### src/rtl/shift_register_chain.sv
// Parametrised chain of DEPTH registers, WIDTH bits each, with hold/shift/load/rotate
// modes, a selectable tap, a parallel view and a saturating fill counter.
module shift_register_chain #(
  parameter int unsigned      WIDTH     = 8,
  parameter int unsigned      DEPTH     = 4,
  parameter logic [WIDTH-1:0] RESET_VAL = '0,
  parameter int unsigned      SEL_W     = (DEPTH > 1) ? $clog2(DEPTH) : 1,
  parameter int unsigned      CNT_W     = $clog2(DEPTH + 1)
) (
  input  logic                   clk,
  input  logic                   rst,
  input  logic                   en,
  input  logic                   clear,
  input  logic [1:0]             mode,
  input  logic [WIDTH-1:0]       in_1,
  input  logic [WIDTH*DEPTH-1:0] load_data,
  input  logic [SEL_W-1:0]       tap_sel,
  output logic [WIDTH-1:0]       out_1,
  output logic [WIDTH-1:0]       tap_out,
  output logic [WIDTH*DEPTH-1:0] stages_out,
  output logic [CNT_W-1:0]       fill_cnt,
  output logic                   full
);

  typedef enum logic [1:0] {
    MODE_HOLD   = 2'b00,
    MODE_SHIFT  = 2'b01,
    MODE_LOAD   = 2'b10,
    MODE_ROTATE = 2'b11
  } mode_e;

  localparam logic [CNT_W-1:0] DEPTH_CNT = CNT_W'(DEPTH);

  logic [WIDTH-1:0] stage [DEPTH];

  always_ff @(posedge clk or posedge rst) begin
    if (rst) begin
      for (int unsigned i = 0; i < DEPTH; i++) stage[i] <= RESET_VAL;
      fill_cnt <= '0;
    end else if (clear) begin
      for (int unsigned i = 0; i < DEPTH; i++) stage[i] <= RESET_VAL;
      fill_cnt <= '0;
    end else if (en) begin
      case (mode_e'(mode))
        MODE_SHIFT: begin
          stage[0] <= in_1;
          for (int unsigned i = 1; i < DEPTH; i++) stage[i] <= stage[i-1];
          if (fill_cnt != DEPTH_CNT) fill_cnt <= fill_cnt + CNT_W'(1);
        end
        MODE_LOAD: begin
          for (int unsigned i = 0; i < DEPTH; i++) stage[i] <= load_data[i*WIDTH +: WIDTH];
          fill_cnt <= DEPTH_CNT;
        end
        MODE_ROTATE: begin
          // With DEPTH=1 this writes stage[0] back to itself, i.e. hold.
          stage[0] <= stage[DEPTH-1];
          for (int unsigned i = 1; i < DEPTH; i++) stage[i] <= stage[i-1];
        end
        default: ;
      endcase
    end
  end

  assign out_1 = stage[DEPTH-1];
  assign full  = (fill_cnt == DEPTH_CNT);

  always_comb begin
    stages_out = '0;
    for (int unsigned i = 0; i < DEPTH; i++) stages_out[i*WIDTH +: WIDTH] = stage[i];
  end

  // Unmatched selects (tap_sel >= DEPTH) fall through to zero.
  always_comb begin
    tap_out = '0;
    for (int unsigned i = 0; i < DEPTH; i++)
      if (tap_sel == SEL_W'(i)) tap_out = stage[i];
  end

endmodule

### config.mk
export PLATFORM = sky130hd
export DESIGN_NAME = shift_register_chain
export DESIGN_NICKNAME = d
export VERILOG_FILES = /design/src/rtl/shift_register_chain.sv
export SDC_FILE = /design/constraint.sdc
export NUM_CORES = 1
export LEC_CHECK = 0
export BUFFER_PORTS_ARGS = -buffer_cell sky130_fd_sc_hd__clkbuf_2
export CAP_MARGIN = 20
export CORE_UTILIZATION = 53
export DETAILED_ROUTE_END_ITERATION = 10
export GPL_TIMING_DRIVEN = 0
export PLACE_DENSITY = 0.86
export REMOVE_ABC_BUFFERS = 1
export SKIP_CTS_REPAIR_TIMING = 1
export SLEW_MARGIN = 10
export SYNTH_ARGS = -nofsm -noshare
export SYNTH_HDL_FRONTEND = slang
export SYNTH_SLANG_ARGS = --single-unit
### constraint.sdc
create_clock -name clk -period 3.15 [get_ports clk]
set_input_delay 0.63 -clock clk [delete_from_list [all_inputs] [get_ports clk]]
set_output_delay 0.63 -clock clk [all_outputs]
set_load 0.05 [all_outputs]
* Word level (Yosys, flattened, before mapping)
Index checks and enable logic that the tools add are counted.
Word-level totals: memories 0, memory bits (read-only) 0, word-level logic and storage cells 32, bits of input ports 48, register bits 35, bits in writable memories 0, latch bits 0
Cells by class: multiply operators 0, mux-type cells 11, equal/unequal tests 9, order comparisons 0, bitwise gates (word level) 0, reductions and logical operators 6, shifts and indexed selects 0, div/mod/pow operators 0, add/sub/neg operators 1
Operators with widths (number):
- one-hot mux 32 bit (3 select lines) | 1
- 2-to-1 mux 32 bit | 2
- 2-to-1 mux 8 bit | 4
- 2-to-1 mux 3 bit | 3
- == test 2 bit (second input constant) | 4
- inequality test 3 bit (second input constant) | 2
- one-hot mux 3 bit (2 select lines) | 1
- == test 2 x 1 -> 1 bit (second input constant) | 2
- nonzero test 4 bit | 1
- adder 3 x 1 -> 3 bit (second input constant) | 1
- == test 3 bit (second input constant) | 1
- AND reduction 3 bit | 1
- nonzero test 3 bit | 1
- logical NOT 2 bit | 1
- AND reduction 2 bit | 1
- nonzero test 2 bit | 1

* Logic depth before layout (Yosys ltp)
Gate-level depths: netlist (run 1).
word-level depth 5, gate-level depth with buffers 8, depth with buffers taken out 5

* Worst setup path before layout (run 1)
No wires, ideal clock.
kind input -> output, from in tap_sel[0], to out tap_out[0], setup slack 883 ps, data required time 2520 ps, path buffers 1, stages 2, arrival time 1637 ps, cells stage by stage clkbuf_1 mux4_2
Between the ends: longest elaborated chain between the ends 5
RTL lines:
- from (decl) | RTL line 17 | input logic [SEL_W-1:0] tap_sel,
- logical NOT 2 bit | RTL line 76 | if (tap_sel == SEL_W'(i)) tap_out = stage[i];
- 2-to-1 mux 8 bit (3 in a row) | RTL line 76
- 2-to-1 mux 8 bit (*) | RTL line 76
- to (decl) | RTL line 19 | output logic [WIDTH-1:0] tap_out,
Mark *: on every way between the ends. The rest lies on a longest branch, timed or not.

* Final worst setup path (run 1)
from in mode[0], to reg stage (netlist bit out_1[7])
Between the ends: longest elaborated chain between the ends 4
RTL lines:
- from (decl) | RTL line 14 | input logic [1:0] mode,
- == test 2 bit or == test 2 x 1 -> 1 bit (tied branches) | RTL line 44 | case (mode_e'(mode))
- one-hot mux 32 bit (3 select lines) | RTL line 44
- 2-to-1 mux 32 bit | RTL line 43 | end else if (en) begin
- 2-to-1 mux 32 bit | RTL line 40 | end else if (clear) begin
- to (decl) | RTL line 34 | logic [WIDTH-1:0] stage [DEPTH];
Several ways; a longest one is shown, not always the timed one. The select of a mux whose other input is x is not followed. A chain may end at the register's enable or synchronous reset.

==> flow_results.org, run 1 <==
** Placement
- Number of buffers added on ports :: 99
- Including well taps, the total number of placed cells is 375.
- Post-DP HPWL :: 4730 um
- Summing all placed instances gives a cell area of 0.00295 mm^2.
- Final weighted congestion in routability-driven placement :: 0.790

** STA
- Hold WS :: 456 ps
- The final critical path takes up 81.9% of the cycle.
- Derived from the worst setup path, the maximum achievable clock frequency is 388 MHz.
- For the pin with the worst max-slew slack, the measured transition is 1050 ps.
- Final Hold Fails :: 0
- RSZ-0062 raised after global routing :: no
- Number of setup violations in the final report :: 0
- Max_slew headroom :: 29.7%
- For the finished layout, the period the worst path requires is 2580 ps.
- The clock arrives with 2.83 ps of skew.
- The final number of max-transition violations came to 0.

** Finish
- Final instance area :: 0.00311 mm^2
- Fill cells in the final layout number 345.
- Final nets :: 386
- Summing all flip-flop and latch instances after layout gives 876 um^2.
- Final Instance Count excl. Fillers :: 384
- Layout cells sized above 1 :: 42.5%
- Diode count :: 0
- The multi-input combinational cells in the finished layout cover a total of 0.00139 mm^2.
- From synthesis to final layout, the design area changed by 21.6%.

** Power
- Combinational logic burns 28.9% of the power.
- Power share of the clock group :: 34.8%
- Overall power :: 1.39 mW
- Switching portion of total power :: 34.2%
- Registers are responsible for 36.3% of the overall power.
- Total internal power :: 913 uW
- Dividing total power by cell area gives a power density of 446 mW/mm^2.
- Summed over all cells, the static leakage comes to 1.49 nW.
- Summed over all nets, the switching power comes to 475 uW.
- Maximum VDD drop :: 0.190 mV

** Setup path
- Worst R2R End :: fill_cnt[1]
- The worst setup path is captured at a register.
- The critical path is of the primary input to register type.
- Data arrives at the worst endpoint at 2750 ps.
- In this run the register-to-register setup slack is 1530 ps.
- Critical path data required time :: 3320 ps
- Number of cells on the worst reg-to-reg path :: 5
- Largest fanout on the critical path :: 32
- Critical Path End :: out_1[7]
- Reg2Reg Launch Point :: fill_cnt[0]
- Critical Path Source Type :: primary input
- Critical Path Start :: mode[0]

** Synthesis
- The synthesized design contains 35 register bits.
- Post-synthesis instance total :: 257
- Summed over its instances, the top area cell type makes up 34.2% of the synthesized netlist area.
- dfrtp_1 is the most common cell in the netlist.
- The netlist uses 36 different library cells.
- The most used flip-flop cell after synthesis is dfrtp_1.
- In this run, synthesis inferred 0 flip-flops with an integrated enable.
- Top cells by area, synth :: dfrtp_1, mux4_2, o211ai_1, o41ai_2, a22oi_1
- In the synthesized netlist, the cells that appear most often are dfrtp_1, o211ai_1, inv_1, nand2_1, a22oi_1.
- Count of yosys warnings during synthesis :: 0
- Share of the yosys chip area belonging to registers :: 34.2%
- Async SR Flop Fraction :: 100%
- Summed over all instances, the cell type with the most area after synthesis is dfrtp_1.
- Mapped Area :: 0.00256 mm^2
- After synthesis, the mean cell area works out to 9.96 um^2.

** Detailed routing
- The routed design has 7090 um of wire.
- The pre-antenna-repair detailed-routing pass consisted of 4 iterations.
- After detailed routing, the average wire length per cell comes to 18.5 um.
- The detailed router finished its first iteration with 225 violations.
- In the routed design, unresolved DRC markers number 0.
- The detail route stage leaves a number of antenna-violating nets equal to 0.
- DR vias :: 2437
- Using the TritonRoute via totals, the vias-per-cell ratio works out to 6.35.

** Clock network
- Clock Tree Buf Depth :: 2
- Number of sinks driven by the clock tree :: 35
- Register clock-pin slew on the reported worst setup and hold paths :: 70 ps
- TritonCTS built the clock tree.
- Total clock buffers created by CTS :: 5
- Cell at the root of the clock tree :: clkbuf_8
- Worst skew pair latency :: 290 ps
- Htree depth :: 2

** Die
- The die is 71.5 um wide.
- Core footprint :: 0.00450 mm^2
- The floorplan step defined a die boundary enclosing 0.00511 mm^2.
- The floorplan step set the die height to 71.5 um.
- Initial cell density of the core :: 56.8%
- For this design the top-level I/O count stands at 100.
- The floorplan has 24 rows.

** Global route
- Initial antenna violation count :: 0
- Wire length of the first global-routing pass :: 11200 um
- Largest net degree at the start of global routing :: 36
- GRT met2 Usage :: 44.0%
- Met1 usage in global routing :: 41.6%
- Via count of the first global-routing pass :: 2240
- For met3 alone, demand over resource in global routing was 6.05%.
- Global Route Usage Sum :: 28.7%
- Global-route congestion overflow total :: 0
- Most utilized layer in the global route result :: met2

** Outcome
- The run finished with clean final reports.

** Run
- MaxCap Viol Count :: 0

** Hold path
- The worst hold path belongs to the class primary input to async pin.
==> kinds of logic (layout without fill, tap and decap cells) <==
| family | Yosys count | count (layout) | share of synthesized area [%] |
|---|---|---|---|
| AO/OA/AOI/OAI | 87 | 87 | 28.7 |
| adder cells (fa/ha/maj) | 7 | 7 | 3.42 |
| buffers and inverters | 59 | 134 | 11.7 |
| flip-flops | 35 | 35 | 34.2 |
| multiplexers | 24 | 24 | 13.7 |
| AND/OR/NAND/NOR | 45 | 45 | 8.27 |
==> registers in the layout, summed over array words and instances (netlist names) <==
signal      count
out_1           8
fill_cnt        3
stages_out     24
==> layout make-up <==
type	count	area share (%)
well taps	52	2.09
clock inverters	2	1.93
flip-flops and latches	35	28.1
repair buffers	103	18.2
multi-input cells	163	44.6
clock buffers	6	2.33
inverters	23	2.77
==> power groups by stage <==
stage | logic (mW) | clock network [mW] | registers, mW
final | 0.401 | 0.483 | 0.503
after global routing | 0.427 | 0.508 | 0.506
after CTS | 0.397 | 0.489 | 0.502
after detailed placement | 0.395 | 0 | 0.511
after global placement | 0.385 | 0 | 0.509
after floorplan | 0.169 | 0 | 0.606
==> metrics by stage <==
stage	utilization, %	setup TNS (ps)	worst slack, ps
floorplan	-	0	496
global placement	64.5	-4840	-372
detailed placement	65.5	0	83.1
CTS	68.5	0	394
global route	69.1	0	480
finish	69.1	0	572
==> critical path, cell delays in order <==
cell and delay, ps:
clkbuf_2 110, ha_1 380, nor2b_2 440, o21a_2 760, mux2_2 420
==> cell usage in the layout, fill, tap and decap left out, drive strengths merged <==
cell type and instances:
clkbuf 105, dfrtp 35, o211ai 24, inv 22
nand2 17, a22oi 16, nor3 10, a21oi 10
nor2 9, a221o 8, mux2i 8, a221oi 8
mux2 8, a22o 8, mux4 8, o41ai 8
ha 7, buf 4, o21ai 3, bufinv 2
nor2b 2, clkinv 1, o21a 1, or2 1
and3 1, nor4 1, o21ba 1, and2 1
or4 1, or4b 1, nand2b 1
==> how the worst min path moves through the flow <==
stage                endpoint
4_1_cts        stages_out[20]
6_report        stages_out[9]
5_1_grt         stages_out[9]
3_5_place_dp    stages_out[0]
2_1_floorplan     fill_cnt[0]
3_3_place_gp    stages_out[4]
==> layer usage <==
metal,wire length [um],up-vias,share of wire (%)
li1,-,1116,-
met1,2970,1187,42
met2,3470,123,49
met3,556,11,7.8
met4,96,0,1.4
met5,0,-,0
(Power assumes the default switching activity.)
==> inputs of run 2 (changes only) <==
--- a/config.mk
+++ b/config.mk
@@ -7,10 +7,10 @@
 export LEC_CHECK = 0
 export BUFFER_PORTS_ARGS = -buffer_cell sky130_fd_sc_hd__clkbuf_2
 export CAP_MARGIN = 20
-export CORE_UTILIZATION = 53
+export CORE_UTILIZATION = 49
 export DETAILED_ROUTE_END_ITERATION = 10
 export GPL_TIMING_DRIVEN = 0
-export PLACE_DENSITY = 0.86
+export PLACE_DENSITY = 0.8
 export REMOVE_ABC_BUFFERS = 1
 export SKIP_CTS_REPAIR_TIMING = 1
 export SLEW_MARGIN = 10
==> constraint.sdc (replaced) <==
create_clock -name clk -period 2.6 [get_ports clk]
set_input_delay 0.52 -clock clk [delete_from_list [all_inputs] [get_ports clk]]
set_output_delay 0.52 -clock clk [all_outputs]
set_load 0.05 [all_outputs]
==> run 2 against run 1 <==
  * Combinational power rose by 22%
  * Largest power group unchanged
  * Highest routed layer unchanged
  * Flip-flop and latch count stayed put
  * First-iteration DRC count fell by 25%
==> flow_results.org, run 2 (same netlist as run 1, synthesis figures left out) <==
** STA
- The number of hold violations in the final report came to 0.
- Worst-margin pin slew :: 1070 ps
- Clock skew :: 2.41 ps
- In the finished design, the share of the clock period the worst path needs comes to 93.2%.
- Setup repair after global routing left no endpoint under its margin.
- Headroom to the max-slew limit came out at 27.9%.
- Setup violations remaining at the end of the flow were counted as 0.
- The final number of max-transition violations came to 0.
- Maximum clock frequency :: 413 MHz
- Setup slack closes at 177 ps.
- Subtracting the final worst setup slack from the clock period gives 2420 ps.

** Die
- In this run the horizontal extent of the chip is 74.3 um.
- The region available for standard cell placement spans 0.00488 mm^2.
- Row count :: 25
- Die Y-Extent :: 74.3 um
- Floorplan die area :: 0.00551 mm^2
- For this design the top-level I/O count stands at 100.
- For this configuration, the core starts out at a cell density of 52.4%.

** Finish
- Diode count :: 0
- Final nets :: 386
- Max reg flops :: 24
- Most common cell after layout, fill and taps aside :: clkbuf_2
- Seq. cell area :: 876 um^2
- Count of fill cells added during filler insertion :: 420
- After the flow finishes, the layout carries non-filler instances totaling 397.
- Layout cells sized above 1 :: 42.4%
- Footprint of the multi-input gates :: 0.00139 mm^2
- From synthesis to final layout, the design area changed by 20.5%.
- Most frequent cells in the layout :: clkbuf_2, dfrtp_1, o211ai_1

** Run
- The tool flagged a number of max-cap violations equal to 0.

** Detailed routing
- Average routed wire per standard cell :: 17.7 um
- DR vias :: 2386
- The final layout contains routed wiring with a total length of 7030 um.
- Remaining design rule violation count :: 0
- Antenna Violating Nets Remaining :: 0
- Starting DRC count in detailed routing :: 168
- Dividing the detail-routed via count by the number of cells gives 6.01.
- Length of the first detailed-routing pass in iterations :: 4

** Placement
- Instance count after placement with tap cells included :: 390
- Routability-driven placement finished with a final weighted congestion of 0.755.
- Worst slack at placement :: -515 ps
- Post-DP HPWL :: 4700 um
- Port buffering added 99 buffers.

** Setup path
- R2R Setup Slk :: 980 ps
- The worst setup path is captured at a register.
- Number of cells on the worst reg-to-reg path :: 5
- In this run the critical register-to-register path is launched from fill_cnt[0].
- Classification of the worst setup path :: primary input to register
- Tracing the worst setup path back leads to its startpoint at clear.
- STA classifies the critical path startpoint as a primary input.
- Crit path DAT :: 2610 ps
- At the worst endpoint, the required time is 2780 ps.
- Along the worst path, the maximum fanout reaches 29.

** Power
- The worst-case IR drop observed on VDD is 0.251 mV.
- In this run the static leakage power is 1.46 nW.
- Power spread over the standard cell area amounts to 475 mW/mm^2.

** Hold path
- The min-delay analysis places its worst path in the category primary input to async pin.

** Global route
- Via count of the first global-routing pass :: 2279
- For this run, the total global-route usage over all layers was measured as 27.6%.
- Wire length of the first global-routing pass :: 11300 um
- The initial antenna violation count is 0.
- Largest net degree at the start of global routing :: 36
- Global-route congestion overflow total :: 0

** Outcome
- Outcome :: completed

** Clock network
- After clock tree synthesis, the clock-pin slew on the worst setup and hold paths is 70 ps.
- Total clock buffers created by CTS :: 5
- Worst skew pair latency :: 290 ps
- Clock tree from TritonCTS :: built
- Cell at the root of the clock tree :: clkbuf_8
- Number of sinks driven by the clock tree :: 35
- CTS built an H-tree with a depth of 2.
- Clock Tree Buf Depth :: 2
==> run 2: cell types whose count changed in the layout (fill, tap and decap cells not counted) <==
cell       before  now
buf_8           0    1
ha_2            1    2
buf_6           0    1
bufinv_16       2    0
buf_4           2    0
ha_1            6    5
==> run 2: metrics by stage <==
stage	util [%]	cell area, um^2	hold slack [ps]	power, mW	TNS, ps
after floorplan	-	2340	583	0.939	0
after detailed placement	61.4	2990	559	1.11	-7220
after global routing	63.2	3080	428	1.53	0
after global placement	59.9	2920	552	1.08	-20370
after CTS	62.8	3070	382	1.47	-1160
final	63.2	3080	358	1.47	0
==> run 2: worst max-delay path: stages <==
cell      delay [ps]
clkbuf_2         580
clkinv_1         510
o21a_2           430
buf_16           240
o41ai_2          310
==> run 2: final timing paths <==
path / to
max: stages_out[16]
min: fill_cnt[1]
max reg2reg: fill_cnt[1]
min reg2reg: stages_out[3]
max in group asynchronous: stages_out[15]
min in group clk: stages_out[3]
==> run 2: routing by layer <==
metal,vias up,global-route usage (%),share of wire [%]
met4,0,10.1,1.8
met1,1155,37.7,44
met3,13,5.96,6.9
met5,-,0,0
li1,1113,-,-
met2,105,43.2,48
==> run 2: area by class of cell <==
type	count	area share, %
well taps	67	2.72
inverters	23	2.80
multi-input cells	163	45.0
clock buffers	6	2.35
flip-flops and latches	35	28.4
repair buffers	103	18.7
==> run 2: power by group <==
part | leakage (nW) | switching [mW] | internal, mW
sequential | 0.480 | 0.0343 | 0.574
clock | 0.0371 | 0.190 | 0.179
combinational | 0.942 | 0.338 | 0.151
==> inputs of run 3 (changes only) <==
--- a/config.mk
+++ b/config.mk
@@ -7,10 +7,11 @@
 export LEC_CHECK = 0
 export BUFFER_PORTS_ARGS = -buffer_cell sky130_fd_sc_hd__clkbuf_2
 export CAP_MARGIN = 20
-export CORE_UTILIZATION = 49
+export CORE_UTILIZATION = 51
+export CTS_BUF_LIST = sky130_fd_sc_hd__clkbuf_4
 export DETAILED_ROUTE_END_ITERATION = 10
 export GPL_TIMING_DRIVEN = 0
-export PLACE_DENSITY = 0.8
+export PLACE_DENSITY = 0.83
 export REMOVE_ABC_BUFFERS = 1
 export SKIP_CTS_REPAIR_TIMING = 1
 export SLEW_MARGIN = 10
==> constraint.sdc (replaced) <==
create_clock -name clk -period 2.6 [get_ports clk]
set_input_delay 0.26 -clock clk [delete_from_list [all_inputs] [get_ports clk]]
set_output_delay 0.26 -clock clk [all_outputs]
set_load 0.05 [all_outputs]
==> run 3 against run 2 <==
  * Clock skew grew 3.9 ps
  * Largest cell class unchanged
  * Combinational power barely moved
  * Critical path depth grew 2
  * Non-clock buffer count stayed put
==> flow_results.org, run 3 (same netlist as run 1, synthesis figures left out) <==
** STA
- Maximum clock frequency :: 447 MHz
- Final Hold Fails :: 0
- Number of slew-limit violations in the final report :: 0
- For the finished layout, the period the worst path requires is 2240 ps.
- The clock arrives with 6.26 ps of skew.
- For the pin with the worst max-slew slack, the measured transition is 1070 ps.
- The final critical path takes up 86.1% of the cycle.
- Setup total negative slack on the finished layout was measured at 0 ps.
- The worst pin sits at a relative slew slack of 28.4%.
- Setup violations remaining at the end of the flow were counted as 0.
- Setup repair after global routing left no endpoint under its margin.

** Finish
- After the last flow step, the layout net total stands at 386.
- The sequential cells in the finished layout cover a total of 876 um^2.
- The library cells used most frequently in the layout, excluding fill and tap cells, are clkbuf_2, dfrtp_1, o211ai_1.
- Utilization after layout :: 63.7%
- Diode count :: 0
- The finished layout holds 399 standard cells, fillers aside.
- Most common cell after layout, fill and taps aside :: clkbuf_2
- Count of fill cells added during filler insertion :: 421
- Max reg flops :: 24
- Compared with the post-synthesis result, the final layout area differs by 19.2%.
- Layout cells sized above 1 :: 42.5%
- In the final layout, the multi-input gates occupy 0.00139 mm^2.

** Power
- In this run the power density over the cells is 453 mW/mm^2.
- Overall power :: 1.38 mW
- Maximum VDD drop :: 0.310 mV
- Lkg Pwr :: 1.45 nW

** Die
- Core footprint :: 0.00479 mm^2
- Row count :: 25
- Die X :: 72.8 um
- The die covers 0.00530 mm^2.
- Pin placement for this block handled 100 I/O pins.
- Die Y-Extent :: 72.8 um
- The initial utilization of the core area, before any placement, comes to 53.5%.

** Clock network
- In this run the clock root is driven by a clkbuf_4.
- Clock tree synthesis found a total of 35 sinks.
- Worst skew pair latency :: 340 ps
- Htree depth :: 2
- Clock-pin slew was measured on the worst setup and hold paths at 110 ps.
- Clock tree from TritonCTS :: built
- Clock tree synthesis inserted a total of 5 buffers.
- Clock Tree Buf Depth :: 2

** Setup path
- At the worst endpoint, the required time is 2830 ps.
- Total buffers and inverters traversed by the critical path :: 3
- Endpoint class of the critical path :: register
- The number of cells on the worst reg-to-reg path is 5.
- STA classifies the critical path startpoint as a primary input.
- The endpoint identified for the worst register-to-register timing path is fill_cnt[1].
- Cell at the slowest stage of the critical path :: nor2b_2
- Highest cell delay on the worst timing path :: 660 ps
- On the critical path the largest part of the delay comes from simple AND/OR/NAND/NOR gates.
- Data arrives at the worst endpoint at 2470 ps.
- In this run the register-to-register setup slack is 990 ps.
- The critical path starts at mode[0].
- By startpoint and endpoint, the worst setup path is classified as primary input to register.
- The signal on the critical path passes through clkbuf_2 -> inv_1 -> ha_1 -> buf_8 -> nor2b_2 -> a221oi_1 -> mux2_2.
- The startpoint identified for the worst register-to-register timing path is fill_cnt[0].
- Largest fanout on the critical path :: 16

** Placement
- Final weighted congestion in routability-driven placement :: 0.756
- Instance count after placement with tap cells included :: 389
- In this run the tool buffered the top-level ports with 99 buffer cells.
- Post-DP HPWL :: 4650 um

** Detailed routing
- Before antenna repair, the detailed router went through 4 iterations.
- DR vias :: 2421
- In the routed layout, each cell is associated on average with a via count of 6.07.
- Starting DRC count in detailed routing :: 184
- Average routed wire per standard cell :: 17.5 um
- For this run, design rule violations remaining after detail routing come to 0.
- The detail route stage leaves a number of antenna-violating nets equal to 0.
- After detailed routing, the total wire length is 6970 um.

** Run
- The tool flagged a number of max-cap violations equal to 0.

** Global route
- Global-route congestion overflow total :: 0
- In the global route stage, overall resource usage came out at 27.5%.
- Via count of the first global-routing pass :: 2293
- The initial antenna violation count was 0.
- Largest net degree at the start of global routing :: 41
- Wire length of the first global-routing pass :: 11100 um

** Hold path
- Classification of the worst-slack hold path :: primary input to async pin

** Outcome
- Outcome :: completed
## run 3: worst max path at each step
stage,endpoint,cells after the start
6_report,stages_out[17],7
4_1_cts,out_1[7],6
2_1_floorplan,out_1[7],5
3_3_place_gp,stages_out[19],6
5_1_grt,stages_out[21],7
3_5_place_dp,out_1[7],6
## run 3: report_power, final
group | total (mW) | switching [mW] | internal, mW
Combinational | 0.488 | 0.339 | 0.149
Clock | 0.286 | 0.175 | 0.111
Sequential | 0.609 | 0.0350 | 0.574
## run 3: metrics by stage
step	setup slack (ps)	hold slack [ps]	instance area [um^2]
floorplan	316	323	2340
global placement	-636	548	2920
detailed placement	-240	415	2980
CTS	125	42.2	3030
global route	269	82.0	3050
finish	361	32.4	3050
## run 3: layout make-up
type | instances | area share [%]
multi-input combinational | 163 | 45.5
sequential | 35 | 28.7
timing repair buffer | 103 | 18.5
inverter | 23 | 2.83
tap | 67 | 2.75
clock buffer | 6 | 1.48
clock inverter | 2 | 0.246
## run 3: layer usage
metal | share of wire, % | GRT usage [%] | vias up
met5 | 0 | 0 | -
met4 | 0.66 | 5.88 | 0
met3 | 7.1 | 5.80 | 7
met2 | 49 | 45.9 | 119
met1 | 43 | 36.9 | 1183
li1 | - | - | 1112
